[src/rtl/rv_prefetch_fetch.sv]
// rv_prefetch_fetch
//   Instruction fetch unit. A Wishbone-classic master fetches words into a
//   prefetch FIFO, and each word is tagged with its PC. A redirect flushes
//   all prefetched and in-flight words and restarts fetch at a new address.
//   A bus error is pushed as a NOP entry with its error flag set. Fetching
//   then halts until the next redirect.
//
// Ports
//   clk, rst_n          clock; synchronous active-low reset
//   o_ib_cyc/o_ib_stb   Wishbone cycle/strobe (always equal, registered)
//   o_ib_adr            byte address of the word being fetched (registered)
//   i_ib_dat            instruction word from the slave
//   i_ib_ack/i_ib_err   transfer termination; err is ignored while ack is high
//   o_instr_valid       FIFO head holds an entry
//   o_instr/o_instr_pc  head instruction and its PC
//   o_instr_err         head is a bus-error entry
//   i_instr_ready       decode consumes the head when o_instr_valid is high
//   i_redirect          flush and restart fetch at i_redirect_pc (bits [1:0] ignored)
module rv_prefetch_fetch #(
  parameter int unsigned          PC_SIZE    = 32,
  parameter int unsigned          FIFO_DEPTH = 4,
  parameter logic [PC_SIZE-1:0]   RESET_PC   = {PC_SIZE{1'b0}}
) (
  input  logic               clk,
  input  logic               rst_n,
  output logic               o_ib_cyc,
  output logic               o_ib_stb,
  output logic [PC_SIZE-1:0] o_ib_adr,
  input  logic [31:0]        i_ib_dat,
  input  logic               i_ib_ack,
  input  logic               i_ib_err,
  output logic               o_instr_valid,
  output logic [31:0]        o_instr,
  output logic [PC_SIZE-1:0] o_instr_pc,
  output logic               o_instr_err,
  input  logic               i_instr_ready,
  input  logic               i_redirect,
  input  logic [PC_SIZE-1:0] i_redirect_pc
);

  localparam int unsigned          AW         = (FIFO_DEPTH > 1) ? $clog2(FIFO_DEPTH) : 1;
  localparam int unsigned          CW         = AW + 1;
  localparam logic [CW-1:0]        DEPTH_C    = CW'(FIFO_DEPTH);
  localparam logic [PC_SIZE-1:0]   PC_STEP    = PC_SIZE'(32'd4);
  localparam logic [PC_SIZE-1:0]   ALIGN_MASK = ~(PC_SIZE'(32'd3));
  localparam logic [31:0]          NOP_INSTR  = 32'h0000_0013;

  typedef enum logic [1:0] {
    ST_IDLE  = 2'd0,
    ST_REQ   = 2'd1,
    ST_DRAIN = 2'd2
  } state_t;

  state_t               state_r, state_next_s;
  logic                 stb_r, stb_next_s;
  logic [PC_SIZE-1:0]   adr_r, adr_next_s;
  logic [PC_SIZE-1:0]   fetch_pc_r, fetch_pc_next_s;
  logic                 halted_r, halted_next_s;

  logic [31:0]          data_mem_r [FIFO_DEPTH];
  logic [PC_SIZE-1:0]   pc_mem_r   [FIFO_DEPTH];
  logic                 err_mem_r  [FIFO_DEPTH];
  logic [AW-1:0]        wr_ptr_r, rd_ptr_r;
  logic [CW-1:0]        count_r, count_next_s;

  logic                 ack_s, err_s, term_s;
  logic                 push_s, pop_s, valid_s, launch_ok_s;
  logic [PC_SIZE-1:0]   redirect_pc_s;

  // Bus response qualification; err only counts when ack is low.
  assign ack_s         = stb_r & i_ib_ack;
  assign err_s         = stb_r & i_ib_err & ~i_ib_ack;
  assign term_s        = ack_s | err_s;
  assign redirect_pc_s = i_redirect_pc & ALIGN_MASK;

  // A response in REQ lands in the FIFO unless a redirect throws it away.
  assign push_s  = (state_r == ST_REQ) & term_s & ~i_redirect;
  assign valid_s = (count_r != {CW{1'b0}});
  assign pop_s   = valid_s & i_instr_ready & ~i_redirect;

  // FIFO occupancy after this cycle's push/pop/flush.
  always_comb begin
    count_next_s = count_r;
    if (i_redirect) begin
      count_next_s = {CW{1'b0}};
    end else begin
      count_next_s = count_r + CW'(push_s) - CW'(pop_s);
    end
  end

  // A new request may go out only if its word is guaranteed a slot.
  assign launch_ok_s = (count_next_s < DEPTH_C) & ~halted_r;

  // Fetch state register together with the registered bus outputs.
  always_ff @(posedge clk) begin
    if (!rst_n) begin
      state_r    <= ST_IDLE;
      stb_r      <= 1'b0;
      adr_r      <= {PC_SIZE{1'b0}};
      fetch_pc_r <= RESET_PC;
      halted_r   <= 1'b0;
    end else begin
      state_r    <= state_next_s;
      stb_r      <= stb_next_s;
      adr_r      <= adr_next_s;
      fetch_pc_r <= fetch_pc_next_s;
      halted_r   <= halted_next_s;
    end
  end

  // Next-state logic for the fetch FSM.
  always_comb begin
    state_next_s = state_r;
    case (state_r)
      ST_IDLE: begin
        // A redirect in IDLE only reloads fetch_pc; launch follows next cycle.
        if (!i_redirect && launch_ok_s) begin
          state_next_s = ST_REQ;
        end else begin
          state_next_s = ST_IDLE;
        end
      end
      ST_REQ: begin
        if (i_redirect) begin
          // An unterminated request must be allowed to finish before reuse.
          state_next_s = term_s ? ST_IDLE : ST_DRAIN;
        end else if (ack_s) begin
          state_next_s = launch_ok_s ? ST_REQ : ST_IDLE;
        end else if (err_s) begin
          state_next_s = ST_IDLE;
        end else begin
          state_next_s = ST_REQ;
        end
      end
      ST_DRAIN: begin
        if (term_s) begin
          state_next_s = ST_IDLE;
        end else begin
          state_next_s = ST_DRAIN;
        end
      end
      default: begin
        state_next_s = ST_IDLE;
      end
    endcase
  end

  // Next values of the registered bus outputs.
  always_comb begin
    stb_next_s = (state_next_s != ST_IDLE);
    adr_next_s = adr_r;
    if ((state_r == ST_IDLE) && (state_next_s == ST_REQ)) begin
      adr_next_s = fetch_pc_r;
    end else if ((state_r == ST_REQ) && (state_next_s == ST_REQ) && ack_s) begin
      // Back-to-back fetch of the following word.
      adr_next_s = adr_r + PC_STEP;
    end else begin
      adr_next_s = adr_r;
    end
  end

  // Fetch address and halted flag updates.
  always_comb begin
    fetch_pc_next_s = fetch_pc_r;
    halted_next_s   = halted_r;
    if (i_redirect) begin
      fetch_pc_next_s = redirect_pc_s;
      halted_next_s   = 1'b0;
    end else if ((state_r == ST_REQ) && ack_s) begin
      fetch_pc_next_s = adr_r + PC_STEP;
      halted_next_s   = halted_r;
    end else if ((state_r == ST_REQ) && err_s) begin
      fetch_pc_next_s = fetch_pc_r;
      halted_next_s   = 1'b1;
    end else begin
      fetch_pc_next_s = fetch_pc_r;
      halted_next_s   = halted_r;
    end
  end

  // Prefetch FIFO pointers, count and entry storage.
  always_ff @(posedge clk) begin
    if (!rst_n) begin
      wr_ptr_r <= {AW{1'b0}};
      rd_ptr_r <= {AW{1'b0}};
      count_r  <= {CW{1'b0}};
    end else if (i_redirect) begin
      wr_ptr_r <= {AW{1'b0}};
      rd_ptr_r <= {AW{1'b0}};
      count_r  <= {CW{1'b0}};
    end else begin
      count_r <= count_next_s;
      if (push_s) begin
        data_mem_r[wr_ptr_r] <= ack_s ? i_ib_dat : NOP_INSTR;
        pc_mem_r[wr_ptr_r]   <= adr_r;
        err_mem_r[wr_ptr_r]  <= ~ack_s;
        wr_ptr_r             <= wr_ptr_r + AW'(1'b1);
      end
      if (pop_s) begin
        rd_ptr_r <= rd_ptr_r + AW'(1'b1);
      end
    end
  end

  assign o_ib_cyc      = stb_r;
  assign o_ib_stb      = stb_r;
  assign o_ib_adr      = adr_r;
  assign o_instr_valid = valid_s;

  // Head outputs read straight from FIFO storage, zero when empty.
  always_comb begin
    if (valid_s) begin
      o_instr     = data_mem_r[rd_ptr_r];
      o_instr_pc  = pc_mem_r[rd_ptr_r];
      o_instr_err = err_mem_r[rd_ptr_r];
    end else begin
      o_instr     = 32'h0000_0000;
      o_instr_pc  = {PC_SIZE{1'b0}};
      o_instr_err = 1'b0;
    end
  end

endmodule

[config.mk]
export PLATFORM = sky130hd
export DESIGN_NAME = rv_prefetch_fetch
export DESIGN_NICKNAME = d
export VERILOG_FILES = /design/src/rtl/rv_prefetch_fetch.sv
export SDC_FILE = /design/constraint.sdc
export NUM_CORES = 1
export LEC_CHECK = 0
export BUFFER_PORTS_ARGS = -buffer_cell sky130_fd_sc_hd__buf_2
export CORE_MARGIN = 5
export CORE_UTILIZATION = 52
export DETAILED_ROUTE_END_ITERATION = 10
export PLACE_DENSITY = 0.87
export SYNTH_ARGS = -nofsm -noshare
export SYNTH_HDL_FRONTEND = slang
export SYNTH_SLANG_ARGS = --single-unit
export TNS_END_PERCENT = 10
[constraint.sdc]
create_clock -name clk -period 3.4 [get_ports clk]
set_input_delay 0 -clock clk [delete_from_list [all_inputs] [get_ports clk]]
set_output_delay 0 -clock clk [all_outputs]
set_load 0.005 [all_outputs]
Word level (Yosys, flattened, before mapping)
Memory sizes are Yosys's and may differ from the RTL's. A register that Yosys moved wholly into a read port is not among the register bits.
Cells that the tools add are included.
{ "totals": {"reg_bits": 75, "mem_bits_rw": 260, "in_bits": 70, "out_inout_bits": 100, "word_cells": 76, "mem_count": 3} }
{ "memory_table": {"columns": ["name", "words", "width", "rd", "rd_ports_with_merged_regs", "wr", "line", "rtl"], "rows": [
  ["data_mem_r", 4, 32, 1, 1, 1, "60", "logic [31:0] data_mem_r [FIFO_DEPTH];"],
  ["pc_mem_r", 4, 32, 1, 1, 1, "61", "logic [PC_SIZE-1:0] pc_mem_r [FIFO_DEPTH];"],
  ["err_mem_r", 4, 1, 1, 1, 1, "62", "logic err_mem_r [FIFO_DEPTH];"]
]} }
{ "classes": {"addsub": 5, "order_cmp": 1, "n_eq_ne": 3, "n_mux": 26, "bitwise": 15, "n_reduce_logical": 14} }
{ "ops": {"columns": ["op", "n"], "rows": [
  ["32-bit two-way mux", 7],
  ["32-bit by 3-bit adder with 32-bit output, second input constant", 1],
  ["2-bit two-way mux", 8],
  ["1-bit two-way mux", 9],
  ["1-bit bitwise AND", 8],
  ["1-bit logical AND", 6],
  ["1-bit inverter", 6],
  ["2-bit case mux with 3 select lines", 1],
  ["2-bit nonzero test", 3],
  ["2-bit by 1-bit adder with 2-bit output, second input constant", 2],
  ["2-bit by 1-bit == test with 1-bit output, second input constant", 2],
  ["3-bit by 1-bit adder with 3-bit output", 1],
  ["3-bit < comparator, second input constant", 1],
  ["3-bit two-way mux", 1],
  ["3-bit nonzero test", 1],
  ["3-bit by 1-bit subtractor with 3-bit output", 1],
  ["2-bit == test, second input constant", 1],
  ["2-bit zero test", 1],
  ["2-bit AND reduction", 1],
  ["2-bit OR reduction", 1],
  ["1-bit zero test", 1],
  ["1-bit bitwise OR", 1]
]} }

Longest topological paths before layout
Gate-level depths: netlist (run 1).
{ "depth": {"word_depth": 19, "depth_mapped": 16, "depth_no_buf": 12} }

Least setup slack after synthesis (run 1)
No wires, ideal clock.
{ "synth_path": {"path_kind": "reg-to-reg", "startpoint": "register stb_r, in the netlist o_ib_cyc", "endpoint": "register adr_r[18], in the netlist o_ib_adr[18]", "setup_ns": 0.074, "arrival_ns": 3.366, "required_ns": 3.326, "path_slack_ns": -0.041, "stages_incl_launch_ff": 14, "n_path_buf": 2, "synth_period_minus_slack_ns": 3.441, "path_cell_list": "dfxtp_1 -> o21a_1 -> and3_1 -> clkbuf_1 -> inv_1 -> ha_1 -> inv_1 -> ha_1 -> fa_1 -> xnor3_1 -> or4_1 -> clkbuf_1 -> or4_1 -> a31oi_1"} }
{ "synth_via": {"elab_chain_cells": 18, "word_cells_on_any_way": 25, "classes_between": "add/sub: 2; order compare: 1; eq/ne: 1; mux: 9; bitwise: 7; reduce/logical: 5"} }
{ "synth_rtl": {"columns": ["item", "line", "rtl"], "rows": [
  ["start: declaration", "55", "logic stb_r, stb_next_s;"],
  ["start signal: assignment", "104", "stb_r <= stb_next_s;"],
  ["1-bit bitwise AND (2 in a row)", "72", "assign err_s = stb_r & i_ib_err & ~i_ib_ack;"],
  ["1-bit bitwise OR", "73", "assign term_s = ack_s | err_s;"],
  ["1-bit bitwise AND (2 in a row)", "77", "assign push_s = (state_r == ST_REQ) & term_s & ~i_redirect;"],
  ["3-bit by 1-bit adder with 3-bit output", "87", "count_next_s = count_r + CW'(push_s) - CW'(pop_s);"],
  ["3-bit by 1-bit subtractor with 3-bit output", "87", null],
  ["3-bit two-way mux", "84", "if (i_redirect) begin"],
  ["3-bit < comparator", "92", "assign launch_ok_s = (count_next_s < DEPTH_C) & ~halted_r;"],
  ["1-bit bitwise AND", "92", null],
  ["1-bit two-way mux", "128", "state_next_s = launch_ok_s ? ST_REQ : ST_IDLE;"],
  ["1-bit two-way mux", "127", "end else if (ack_s) begin"],
  ["2-bit two-way mux", "124", "if (i_redirect) begin"],
  ["2-bit case mux with 3 select lines", "114", "case (state_r)"],
  ["2-bit by 1-bit == test with 1-bit output", "152, 154", null],
  ["1-bit logical AND (2 in a row)", "154", "end else if ((state_r == ST_REQ) && (state_next_s == ST_REQ) && ack_s) begin"],
  ["2-bit nonzero test (no line)", null, null],
  ["end signal: assignment", "99", "adr_r <= {PC_SIZE{1'b0}};"],
  ["end signal: assignment", "105", "adr_r <= adr_next_s;"],
  ["end: declaration", "56", "logic [PC_SIZE-1:0] adr_r, adr_next_s;"]
]} }
Several ways; a longest one is shown, not always the timed one.
A chain may end at the register's enable or synchronous reset.

Final worst setup path (run 1)
{ "layout_path": {"startpoint": "register count_r[2]", "endpoint": "register adr_r[9], in the netlist o_ib_adr[9]"} }
{ "layout_via": {"elab_chain_cells": 15, "word_cells_on_any_way": 20, "classes_between": "add/sub: 2; order compare: 1; eq/ne: 1; mux: 7; bitwise: 3; reduce/logical: 6"} }
{ "layout_rtl": {"columns": ["item", "line", "rtl"], "rows": [
  ["start: declaration", "64", "logic [CW-1:0] count_r, count_next_s;"],
  ["start signal: assignment", "186", "count_r <= {CW{1'b0}};"],
  ["start signal: assignment", "190", "count_r <= {CW{1'b0}};"],
  ["start signal: assignment", "192", "count_r <= count_next_s;"],
  ["3-bit nonzero test (*)", "78", "assign valid_s = (count_r != {CW{1'b0}});"],
  ["1-bit bitwise AND (*) (2 in a row)", "79", "assign pop_s = valid_s & i_instr_ready & ~i_redirect;"],
  ["net pop_s", "67", "logic push_s, pop_s, valid_s, launch_ok_s;"],
  ["3-bit by 1-bit subtractor with 3-bit output (*)", "87", null],
  ["3-bit two-way mux (*)", "84", null],
  ["3-bit < comparator (*)", "92", null],
  ["1-bit bitwise AND (*)", "92", null],
  ["1-bit two-way mux", "128", null],
  ["1-bit two-way mux", "127", null],
  ["2-bit two-way mux", "124", null],
  ["2-bit case mux with 3 select lines (*)", "114", null],
  ["2-bit by 1-bit == test with 1-bit output (*)", "152, 154", null],
  ["1-bit logical AND (2 in a row)", "154", null],
  ["2-bit nonzero test (no line)", null, null]
]} }
Mark *: on every way through the listed nets, which the timed path passes. The rest lies on a longest branch.

==> results of run 1 <==
[cells in the final DEF (no fill, tap or decap), types with 5 or more instances in the layout]
cell type	netlist	final
inv_1	13	13
dlygate4sd3_1	0	71
xnor2_1	9	9
a31oi_1	9	9
mux4_2	65	65
a21oi_1	37	37
dfxtp_1	77	74
and2_1	69	69
a22oi_1	14	14
nand2_1	49	49
nand4_1	10	10
xor2_1	11	11
ha_1	7	7
nor4_1	10	10
and4_1	5	5
or2_2	6	6
and3_1	44	40
a21o_1	8	8
nor2_1	56	56
clkbuf_16	0	36
clkinv_1	0	5
o21ai_0	35	34
edfxtp_1	260	260
nor3_1	7	5
buf_4	1	40
o31a_1	5	5
clkbuf_1	50	6
o22ai_1	8	8
clkinv_2	0	8
buf_2	14	167
nand3_1	16	16
[tightest hold or removal path, delay by kind of cell]
kind / cells / cell delay, ns
xor gates and xnor gates: 1 / 0.07
buffers and inverters: 2 / 0.23
and+or+nand+nor: 2 / 0.26
[what timing repair did]
action,CTS,global route
setup buffers,0,1
resized for setup,0,11
hold buffers,71,0
gates cloned,0,1
endpoints found under the hold margin,164,0
pin swaps,1,4
setup endpoints to repair,27,25
[area by class of cell]
class	count	area share, %
multi-input combinational	551	26.1
inverter	14	0.302
clock buffer	42	5.30
timing repair buffer	281	10.9
clock inverter	21	1.25
sequential	337	53.7
tap	341	2.45
[report_power, final]
part | switching, W | total, W | leakage, nW | internal, W
clock | 0.00153 | 0.00378 | 0.562 | 0.00225
sequential | 0.0000551 | 0.00451 | 3.19 | 0.00445
combinational | 0.000220 | 0.000414 | 2.85 | 0.000194
[cells by family (layout without fill, tap and decap cells)]
| logic type | after synthesis | after routing | synth area share (%) |
|---|---|---|---|
| flops | 337 | 337 | 66.0 |
| simple gates | 295 | 295 | 11.6 |
| compound gates | 157 | 158 | 7.27 |
| buf+inv | 83 | 358 | 2.35 |
| mux | 69 | 69 | 10.6 |
| xor+xnor | 21 | 21 | 1.40 |
| fa+ha+maj | 8 | 8 | 0.760 |
[worst min path at each step]
stage | to | cells after the start | from | slack, ns
floorplan | fetch_pc_r[15]$_SDFFE_PN0P_ | 2 | i_redirect_pc[15] | 0.11
global placement | fetch_pc_r[28]$_SDFFE_PN0P_ | 3 | i_redirect_pc[28] | 0.21
detailed placement | fetch_pc_r[29]$_SDFFE_PN0P_ | 3 | i_redirect_pc[29] | 0.22
CTS | register | 5 | i_instr_ready | 0.09
global route | register | 5 | i_instr_ready | 0.1
finish | register | 5 | i_instr_ready | 0.09
[stage by stage]
| step | TNS (ns) | cells | power (W) | cell area (µm²) |
|---|---|---|---|---|
| global route | -0.119 | 1587 | 0.00900 | 17400 |
| CTS | 0 | 1585 | 0.00873 | 17400 |
| detailed placement | -1.46 | 1451 | 0.00493 | 15500 |
| floorplan | 0 | 970 | 0.00477 | 14200 |
| finish | 0 | 1587 | 0.00871 | 17400 |
| global placement | 0 | 1451 | 0.00491 | 15500 |
[layer usage]
metal,part of all wire (%),vias to the layer above
met5,0,-
met4,2.5,0
met3,8.8,83
met2,48,581
met1,40,4831
li1,-,4259
[flip-flops by register name, indices dropped and copies added (netlist names), named ones only]
name,cells
o_ib_cyc,1
wr_ptr_r,2
fetch_pc_r,32
data_mem_r,128
err_mem_r,4
state_r,2
rd_ptr_r,2
halted_r,1
count_r,3
pc_mem_r,128
o_ib_adr,32
==> flow_metrics.py, run 1 <==
metrics = {
    "outcome": {
        "status": "finished, final reports clean",
    },
    "synthesis": {
        "synth_edf_count": 260,
        "syn_area_mm2": 0.0142,
        "async_flop_share_pct": 0,
        "synthMostInstantiatedCell": "edfxtp_1",
        "ys.flop_type": "edfxtp_1",
        "synth.area.top_cells": "edfxtp_1 (55%), dfxtp_1 (11%), mux4_2 (10%)",
        "syn_inst": 970,
        "synth_top_area_share_pct": 55.1,
        "syn_avg_cell_area_um2": 14.6,
        "synth.ff_latch_count": 337,
        "synthTopCellsByCount": "edfxtp_1 (260), dfxtp_1 (77), and2_1 (69), mux4_2 (65), nor2_1 (56)",
        "ys_seq_area_share_pct": 66.0,
        "ys_warn_count": 0,
        "yosys.area.top_type": "edfxtp_1",
        "synth_cell_type_count": 64,
        "syn-num-nets": 1048,
    },
    "layout": {
        "multi_input_area_mm2": 0.00455,
        "diodes": 0,
        "drive_gt1_share_pct": 29.0,
        "fin_util_pct": 64.8,
        "final_nets": 1298,
        "fill_cells": 1821,
        "regArea_mm2": 0.00936,
        "syn_to_final_growth_pct": 23.1,
    },
    "worst_setup_path": {
        "regToRegSetupSlack_ns": 0.09,
        "critPathLaunch": "count_r[2]$_SDFF_PP0_",
        "path_depth": 13,
        "crit_family": "simple AND/OR/NAND/NOR gates",
        "cp_cell_sequence": "or3_2, and3_1, ha_1, inv_1, ha_1, fa_2, xnor3_2, or4_4, buf_6, buf_4, nor3_4, a221oi_2, nor2_1",
        "max_stage_delay_ns": 0.48,
        "startpoint_type": "register",
        "slowest_stage": "or3_2",
        "cp_common_cell": "ha_1",
        "worst-path-max-fanout": 9,
        "crit_buf_inv": 3,
        "crit_path_end_kind": "register",
        "critical_path_class": "reg2reg",
        "r2r-start": "count_r[2]$_SDFF_PP0_",
        "cp_data_required_time_ns": 3.84,
        "cp-endpoint": "o_ib_adr[9]$_SDFFE_PN0P_",
        "r2r_end": "o_ib_adr[9]$_SDFFE_PN0P_",
        "r2r_cells": 13,
        "arrival_ns": 3.75,
    },
    "floorplanning": {
        "fp.dieArea_mm2": 0.0306,
        "io_pins": 170,
        "rows": 60,
        "initial_core_util_pct": 52.7,
        "chipHeight_um": 175,
        "die_w_um": 175,
        "core_mm2": 0.0269,
    },
    "route": {
        "drtPass1Iterations": 8,
        "wl_per_cell_um": 22.3,
        "vias": 9754,
        "final_antenna_net_count": 0,
        "wirelength_um": 35400,
        "via_per_inst": 6.15,
        "drt_iter0_markers": 1197,
        "post-route-drc-count": 0,
    },
    "placed_design": {
        "pre_cts_ws_ns": -0.0950,
        "gp_congestion": 0.880,
        "hpwlAfterDp_um": 20800,
        "portBuffers": 167,
    },
    "power_and_ir_drop": {
        "power_per_cell_area_mw_per_mm2": 500,
        "leakagePower_nw": 6.59,
        "ir_drop_mv": 0.331,
    },
    "timing": {
        "hold_ws_ns": 0.0915,
        "hold_viol": 0,
        "worst_slack_ns": 0.0872,
        "setup_viol": 0,
        "drv_slew": 0,
        "fin_crit_sh_pct": 97.4,
        "max_slew_margin_pct": 33.7,
        "rsz0062_at_grt": "true",
        "period_minus_slack_ns": 3.31,
        "fmax_ghz": 0.302,
        "tightest_slew_ns": 0.994,
        "clock_skew_ns": 0.0301,
    },
    "global_routing": {
        "grt.met1_usage_pct": 31.6,
        "grtUsageMet2_pct": 37.7,
        "grt_antenna_before_repair": 0,
        "grt_start_max_net_pins": 67,
        "globalRoute.totalOverflow": 0,
        "met3_usage_pct": 4.09,
        "grt_pass1_vias": 9844,
        "grt_usage_pct": 22.9,
        "grt-busiest-layer": "met2",
        "grt_pass1_wl_um": 55500,
    },
    "worst_hold_path": {
        "hold_class": "in2reg",
    },
    "clocking": {
        "cts_root_buf": "clkbuf_16",
        "cts_buffer_depth": 3,
        "numCtsBuffers": 35,
        "cts.sinks": 337,
        "cts.htree.levels": 2,
        "insertion_delay_ns": 0.52,
        "path_clk_slew_ns": 0.06,
        "cts_tree": "yes",
    },
    "run": {
        "drv_cap": 0,
    },
}
Power figures use the tool's default switching activity.
==> run 2: changes to the inputs <==
Settings changed: CELL_PAD_IN_SITES_DETAIL_PLACEMENT set to 1, CELL_PAD_IN_SITES_GLOBAL_PLACEMENT set to 2, CORE_UTILIZATION 52 to 37, SLEW_MARGIN set to 0.
==> flow_metrics.py, run 2 (synthesis gave the netlist of run 1 again) <==
metrics = {
    "clocking": {
        "cts.htree.levels": 2,
        "path_clk_slew_ns": 0.07,
        "insertion_delay_ns": 0.52,
        "cts_root_buf": "clkbuf_16",
        "cts_tree": "yes",
        "cts.sinks": 337,
        "numCtsBuffers": 38,
        "cts_buffer_depth": 3,
    },
    "placed_design": {
        "place_inst": 1622,
        "pre_cts_ws_ns": -0.0487,
        "portBuffers": 167,
        "hpwlAfterDp_um": 24600,
        "gp_congestion": 0.805,
        "place_area_mm2": 0.0158,
    },
    "global_routing": {
        "globalRoute.totalOverflow": 0,
        "grt_start_max_net_pins": 67,
        "grt_pass1_vias": 10118,
        "grt_usage_pct": 18.5,
        "grt_antenna_before_repair": 2,
        "grt_pass1_wl_um": 60700,
    },
    "worst_setup_path": {
        "arrival_ns": 3.69,
        "critical_path_class": "reg2reg",
        "crit_path_end_kind": "register",
        "cp_cell_sequence": "or3_2, and3_1, ha_1, inv_1, ha_1, fa_1, xnor3_1, a2111o_1, buf_6, a21o_1, a221oi_2, nor2_1",
        "crit_family": "adder cells",
        "startpoint_type": "register",
        "crit_buf_inv": 2,
        "cp_data_required_time_ns": 3.80,
        "cp_common_cell": "ha_1",
        "worst-path-max-fanout": 12,
        "slowest_stage": "or3_2",
        "max_stage_delay_ns": 0.49,
    },
    "layout": {
        "final_nets": 1299,
        "final_cell_mix": "edfxtp_1 (260), buf_2 (167), dfxtp_1 (74)",
        "largest_registers": "data_mem_r (128), pc_mem_r (128)",
        "regArea_mm2": 0.00936,
        "mostFrequentLayoutCell": "edfxtp_1",
        "finalNonFillerCells": 1761,
        "drive_gt1_share_pct": 29.0,
        "syn_to_final_growth_pct": 25.4,
        "multi_input_area_mm2": 0.00452,
        "diodes": 0,
        "design_area_mm2": 0.0178,
        "fill_cells": 3818,
    },
    "timing": {
        "max_slew_margin_pct": 30.3,
        "fmax_ghz": 0.304,
        "tns_ns": 0,
        "fin_crit_sh_pct": 96.8,
        "tightest_slew_ns": 1.04,
        "drv_slew": 0,
        "clock_skew_ns": 0.0132,
        "period_minus_slack_ns": 3.29,
        "rsz0062_at_grt": "true",
        "setup_viol": 0,
        "worst_slack_ns": 0.109,
        "hold_viol": 0,
    },
    "outcome": {
        "status": "finished, final reports clean",
    },
    "floorplanning": {
        "initial_core_util_pct": 37.5,
        "io_pins": 170,
        "core_mm2": 0.0378,
        "rows": 71,
        "die_w_um": 206,
        "chipHeight_um": 206,
        "fp.dieArea_mm2": 0.0423,
    },
    "power_and_ir_drop": {
        "power_per_cell_area_mw_per_mm2": 507,
        "total_power_w": 0.00900,
        "leakagePower_nw": 6.63,
        "ir_drop_mv": 0.264,
    },
    "route": {
        "final_antenna_net_count": 0,
        "vias": 9384,
        "via_per_inst": 5.33,
        "post-route-drc-count": 0,
        "wl_per_cell_um": 22.2,
        "drt_iter0_markers": 550,
        "drtPass1Iterations": 5,
        "wirelength_um": 39100,
    },
    "run": {
        "drv_cap": 0,
    },
    "worst_hold_path": {
        "hold_class": "in2reg",
    },
}
==> run 2: cell types whose count changed in the layout (fill, tap and decap cells not counted), moves of 2 or more <==
cell        before  now
clkinv_2         8    6
buf_12           2    6
buf_4           40   36
clkbuf_16       36   39
clkinvlp_4       1    6
nor3_1           5    7
==> run 2: report_power, final <==
part,internal (W),total [W],switching (W),leakage [nW]
clock network,0.00242,0.00407,0.00165,0.591
registers,0.00446,0.00451,0.0000567,3.19
logic,0.000200,0.000424,0.000224,2.85
total,0.00708,0.00900,0.00193,6.63
==> run 2: final cells by class <==
type                            instances  area share, %
Sequential cell                       337           52.7
Multi-Input combinational cell        550           25.5
Timing Repair Buffer                  280           10.9
Clock buffer                           46           5.65
Tap cell                              511           3.60
Clock inverter                         23           1.35
Inverter                               14          0.296
==> run 2: worst register-to-register path: stages, from the launching register on <==
cell and delay (ns):
dfxtp_1 0.31, or3_2 0.49, and3_1 0.22, ha_1 0.28
inv_1 0.04, ha_1 0.18, fa_1 0.38, xnor3_1 0.23
a2111o_1 0.38, buf_6 0.17, a21o_1 0.19, a221oi_2 0.25
nor2_1 0.06
==> run 2: worst paths after layout <==
| check | from | to | slack, ns | cells after the start |
|---|---|---|---|---|
| max | count_r[2]$_SDFF_PP0_ | o_ib_adr[12]$_SDFFE_PN0P_ | 0.11 | 12 |
| min | i_instr_ready | rd_ptr_r[0]$_SDFFE_PP0P_ | 0.06 | 5 |
| max reg2reg | count_r[2]$_SDFF_PP0_ | o_ib_adr[12]$_SDFFE_PN0P_ | 0.11 | 12 |
| min reg2reg | fetch_pc_r[1]$_SDFFE_PP0P_ | fetch_pc_r[1]$_SDFFE_PP0P_ | 0.46 | 2 |
==> run 2: through the flow <==
step	utilization, %	hold slack (ns)
after floorplan	-	0.109
after global placement	41.8	0.200
after global routing	47.0	0.0806
after CTS	47.0	0.0482
final	47.0	0.0648
after detailed placement	41.8	0.209
==> run 2: what timing repair did <==
action                     4_1_cts  5_1_grt
pin swaps                        1        0
setup buffers                    0        0
hold buffers                    70        0
setup endpoints to repair       14       12
hold endpoints to repair       165        0
gates resized for setup          0        5
==> run 2: layer usage <==
layer	track usage [%]	share of wire (%)	wire, µm	up-vias
met5	0	0.033	13	-
met4	3.83	1.7	675	2
met3	3.56	5.5	2170	57
met2	32.3	50	19400	254
met1	24.1	43	16800	4810
li1	-	-	-	4261
==> run 3: changes to the inputs <==
Settings changed: MAX_ROUTING_LAYER set to met4.
==> flow_metrics.py, run 3 (synthesis gave the netlist of run 1 again) <==
metrics = {
    "worst_setup_path": {
        "worst-path-max-fanout": 12,
        "crit_path_end_kind": "register",
        "cp_data_required_time_ns": 3.80,
        "critical_path_class": "reg2reg",
        "cp_cell_sequence": "or3_2, and3_1, ha_1, inv_1, ha_1, fa_1, xnor3_1, a2111o_1, buf_6, a21o_1, a221oi_2, nor2_1",
        "max_stage_delay_ns": 0.49,
        "arrival_ns": 3.68,
        "cp_common_cell": "ha_1",
        "crit_family": "adder cells",
        "slowest_stage": "or3_2",
        "crit_buf_inv": 2,
        "startpoint_type": "register",
    },
    "timing": {
        "period_minus_slack_ns": 3.28,
        "setup_viol": 0,
        "tns_ns": 0,
        "clock_skew_ns": 0.0141,
        "fin_crit_sh_pct": 96.5,
        "hold_ws_ns": 0.0632,
        "drv_slew": 0,
        "tightest_slew_ns": 1.03,
        "hold_viol": 0,
        "fmax_ghz": 0.305,
        "max_slew_margin_pct": 31.1,
        "rsz0062_at_grt": "true",
    },
    "clocking": {
        "cts_buffer_depth": 3,
        "numCtsBuffers": 38,
        "insertion_delay_ns": 0.52,
        "cts.htree.levels": 2,
        "cts.sinks": 337,
        "path_clk_slew_ns": 0.07,
        "cts_root_buf": "clkbuf_16",
        "cts_tree": "yes",
    },
    "global_routing": {
        "grt_usage_pct": 19.0,
        "grt_pass1_vias": 10100,
        "grt_start_max_net_pins": 67,
        "grt_pass1_wl_um": 60700,
        "grt_antenna_before_repair": 2,
        "globalRoute.totalOverflow": 0,
    },
    "power_and_ir_drop": {
        "ir_drop_mv": 0.270,
        "power_per_cell_area_mw_per_mm2": 508,
        "p_clk_share_pct": 45.2,
        "total_power_w": 0.00901,
        "leakagePower_nw": 6.63,
        "p_int_w": 0.00708,
        "share_comb_of_total_power_pct": 4.7,
        "swShare_pct": 21.5,
        "power_switching_w": 0.00194,
        "seqPwrFrac_pct": 50.1,
    },
    "floorplanning": {
        "initial_core_util_pct": 37.5,
        "fp.dieArea_mm2": 0.0423,
        "chipHeight_um": 206,
        "core_mm2": 0.0378,
        "rows": 71,
        "io_pins": 170,
        "die_w_um": 206,
    },
    "outcome": {
        "status": "finished, final reports clean",
    },
    "route": {
        "via_per_inst": 5.33,
        "final_antenna_net_count": 0,
        "post-route-drc-count": 0,
        "drt_iter0_markers": 550,
        "wl_per_cell_um": 22.2,
        "wirelength_um": 39100,
        "vias": 9399,
        "drtPass1Iterations": 4,
    },
    "placed_design": {
        "gp_congestion": 0.818,
        "place_inst": 1622,
        "hpwlAfterDp_um": 24600,
        "portBuffers": 167,
    },
    "layout": {
        "final_cell_mix": "edfxtp_1 (260), buf_2 (167), dfxtp_1 (74)",
        "final_nets": 1299,
        "drive_gt1_share_pct": 29.0,
        "mostFrequentLayoutCell": "edfxtp_1",
        "fin_util_pct": 47.0,
        "syn_to_final_growth_pct": 25.4,
        "largest_registers": "data_mem_r (128), pc_mem_r (128)",
        "finalNonFillerCells": 1762,
    },
    "run": {
        "drv_cap": 0,
    },
    "worst_hold_path": {
        "hold_class": "in2reg",
    },
}
==> run 3: cell count changes in the layout (fill, tap and decap cells not counted) <==
cell	before	now
diode_2	0	1
==> run 3: repair_timing <==
action | CTS | global route
setup endpoints to repair | 14 | 12
setup buffers | 0 | 0
resized for setup | 0 | 5
gates cloned | 0 | 0
hold buffers | 70 | 0
pin swaps | 1 | 0
endpoints found under the hold margin | 165 | 0
==> run 3: area by class of cell <==
class	count	area [µm²]
Fill cell	3817	20000
Sequential cell	337	9360
Multi-Input combinational cell	550	4520
Timing Repair Buffer	280	1940
Clock buffer	46	1000
Tap cell	511	639
Clock inverter	23	239
Inverter	14	52.6
Antenna cell	1	2.50
==> run 3: worst min-delay path, stage by stage <==
cell and delay [ns]:
buf_2 0.08, and3_1 0.17, buf_4 0.13, xnor2_1 0.08
nor2_1 0.08
==> run 3: worst paths after layout <==
check                                                 from                    endpoint  slack (ns)  cells past startpoint
worst min register to register  fetch_pc_r[1]$_SDFFE_PP0P_  fetch_pc_r[1]$_SDFFE_PP0P_        0.46                      2
worst max-delay path                 count_r[2]$_SDFF_PP0_   o_ib_adr[12]$_SDFFE_PN0P_        0.12                     12
worst max register to register       count_r[2]$_SDFF_PP0_   o_ib_adr[12]$_SDFFE_PN0P_        0.12                     12
worst min-delay path                         i_instr_ready    rd_ptr_r[0]$_SDFFE_PP0P_        0.06                      5
==> run 3: metrics by stage <==
| step | cell area (µm²) | setup WS [ns] |
|---|---|---|
| finish | 17800 | 0.119 |
| global route | 17800 | -0.000671 |
| CTS | 17700 | 0.0869 |
| detailed placement | 15800 | -0.0487 |
| global placement | 15800 | 0.0159 |
| floorplan | 14200 | 0.00547 |
==> run 3: power by group through the flow <==
stage	logic, W	registers [W]	clock network (W)
after floorplan	0.000187	0.00458	0
after global placement	0.000344	0.00460	0
after detailed placement	0.000357	0.00460	0
after CTS	0.000424	0.00451	0.00415
after global routing	0.000465	0.00452	0.00436
final	0.000425	0.00451	0.00408
==> run 3: layer usage <==
metal  track usage (%)  vias to the layer above  wire, µm
met5                 -                        -         0
met4              3.83                        0       629
met3              3.39                       52      2060
met2              32.2                      232     19500
met1              24.3                     4852     16900
li1                  -                     4263         -
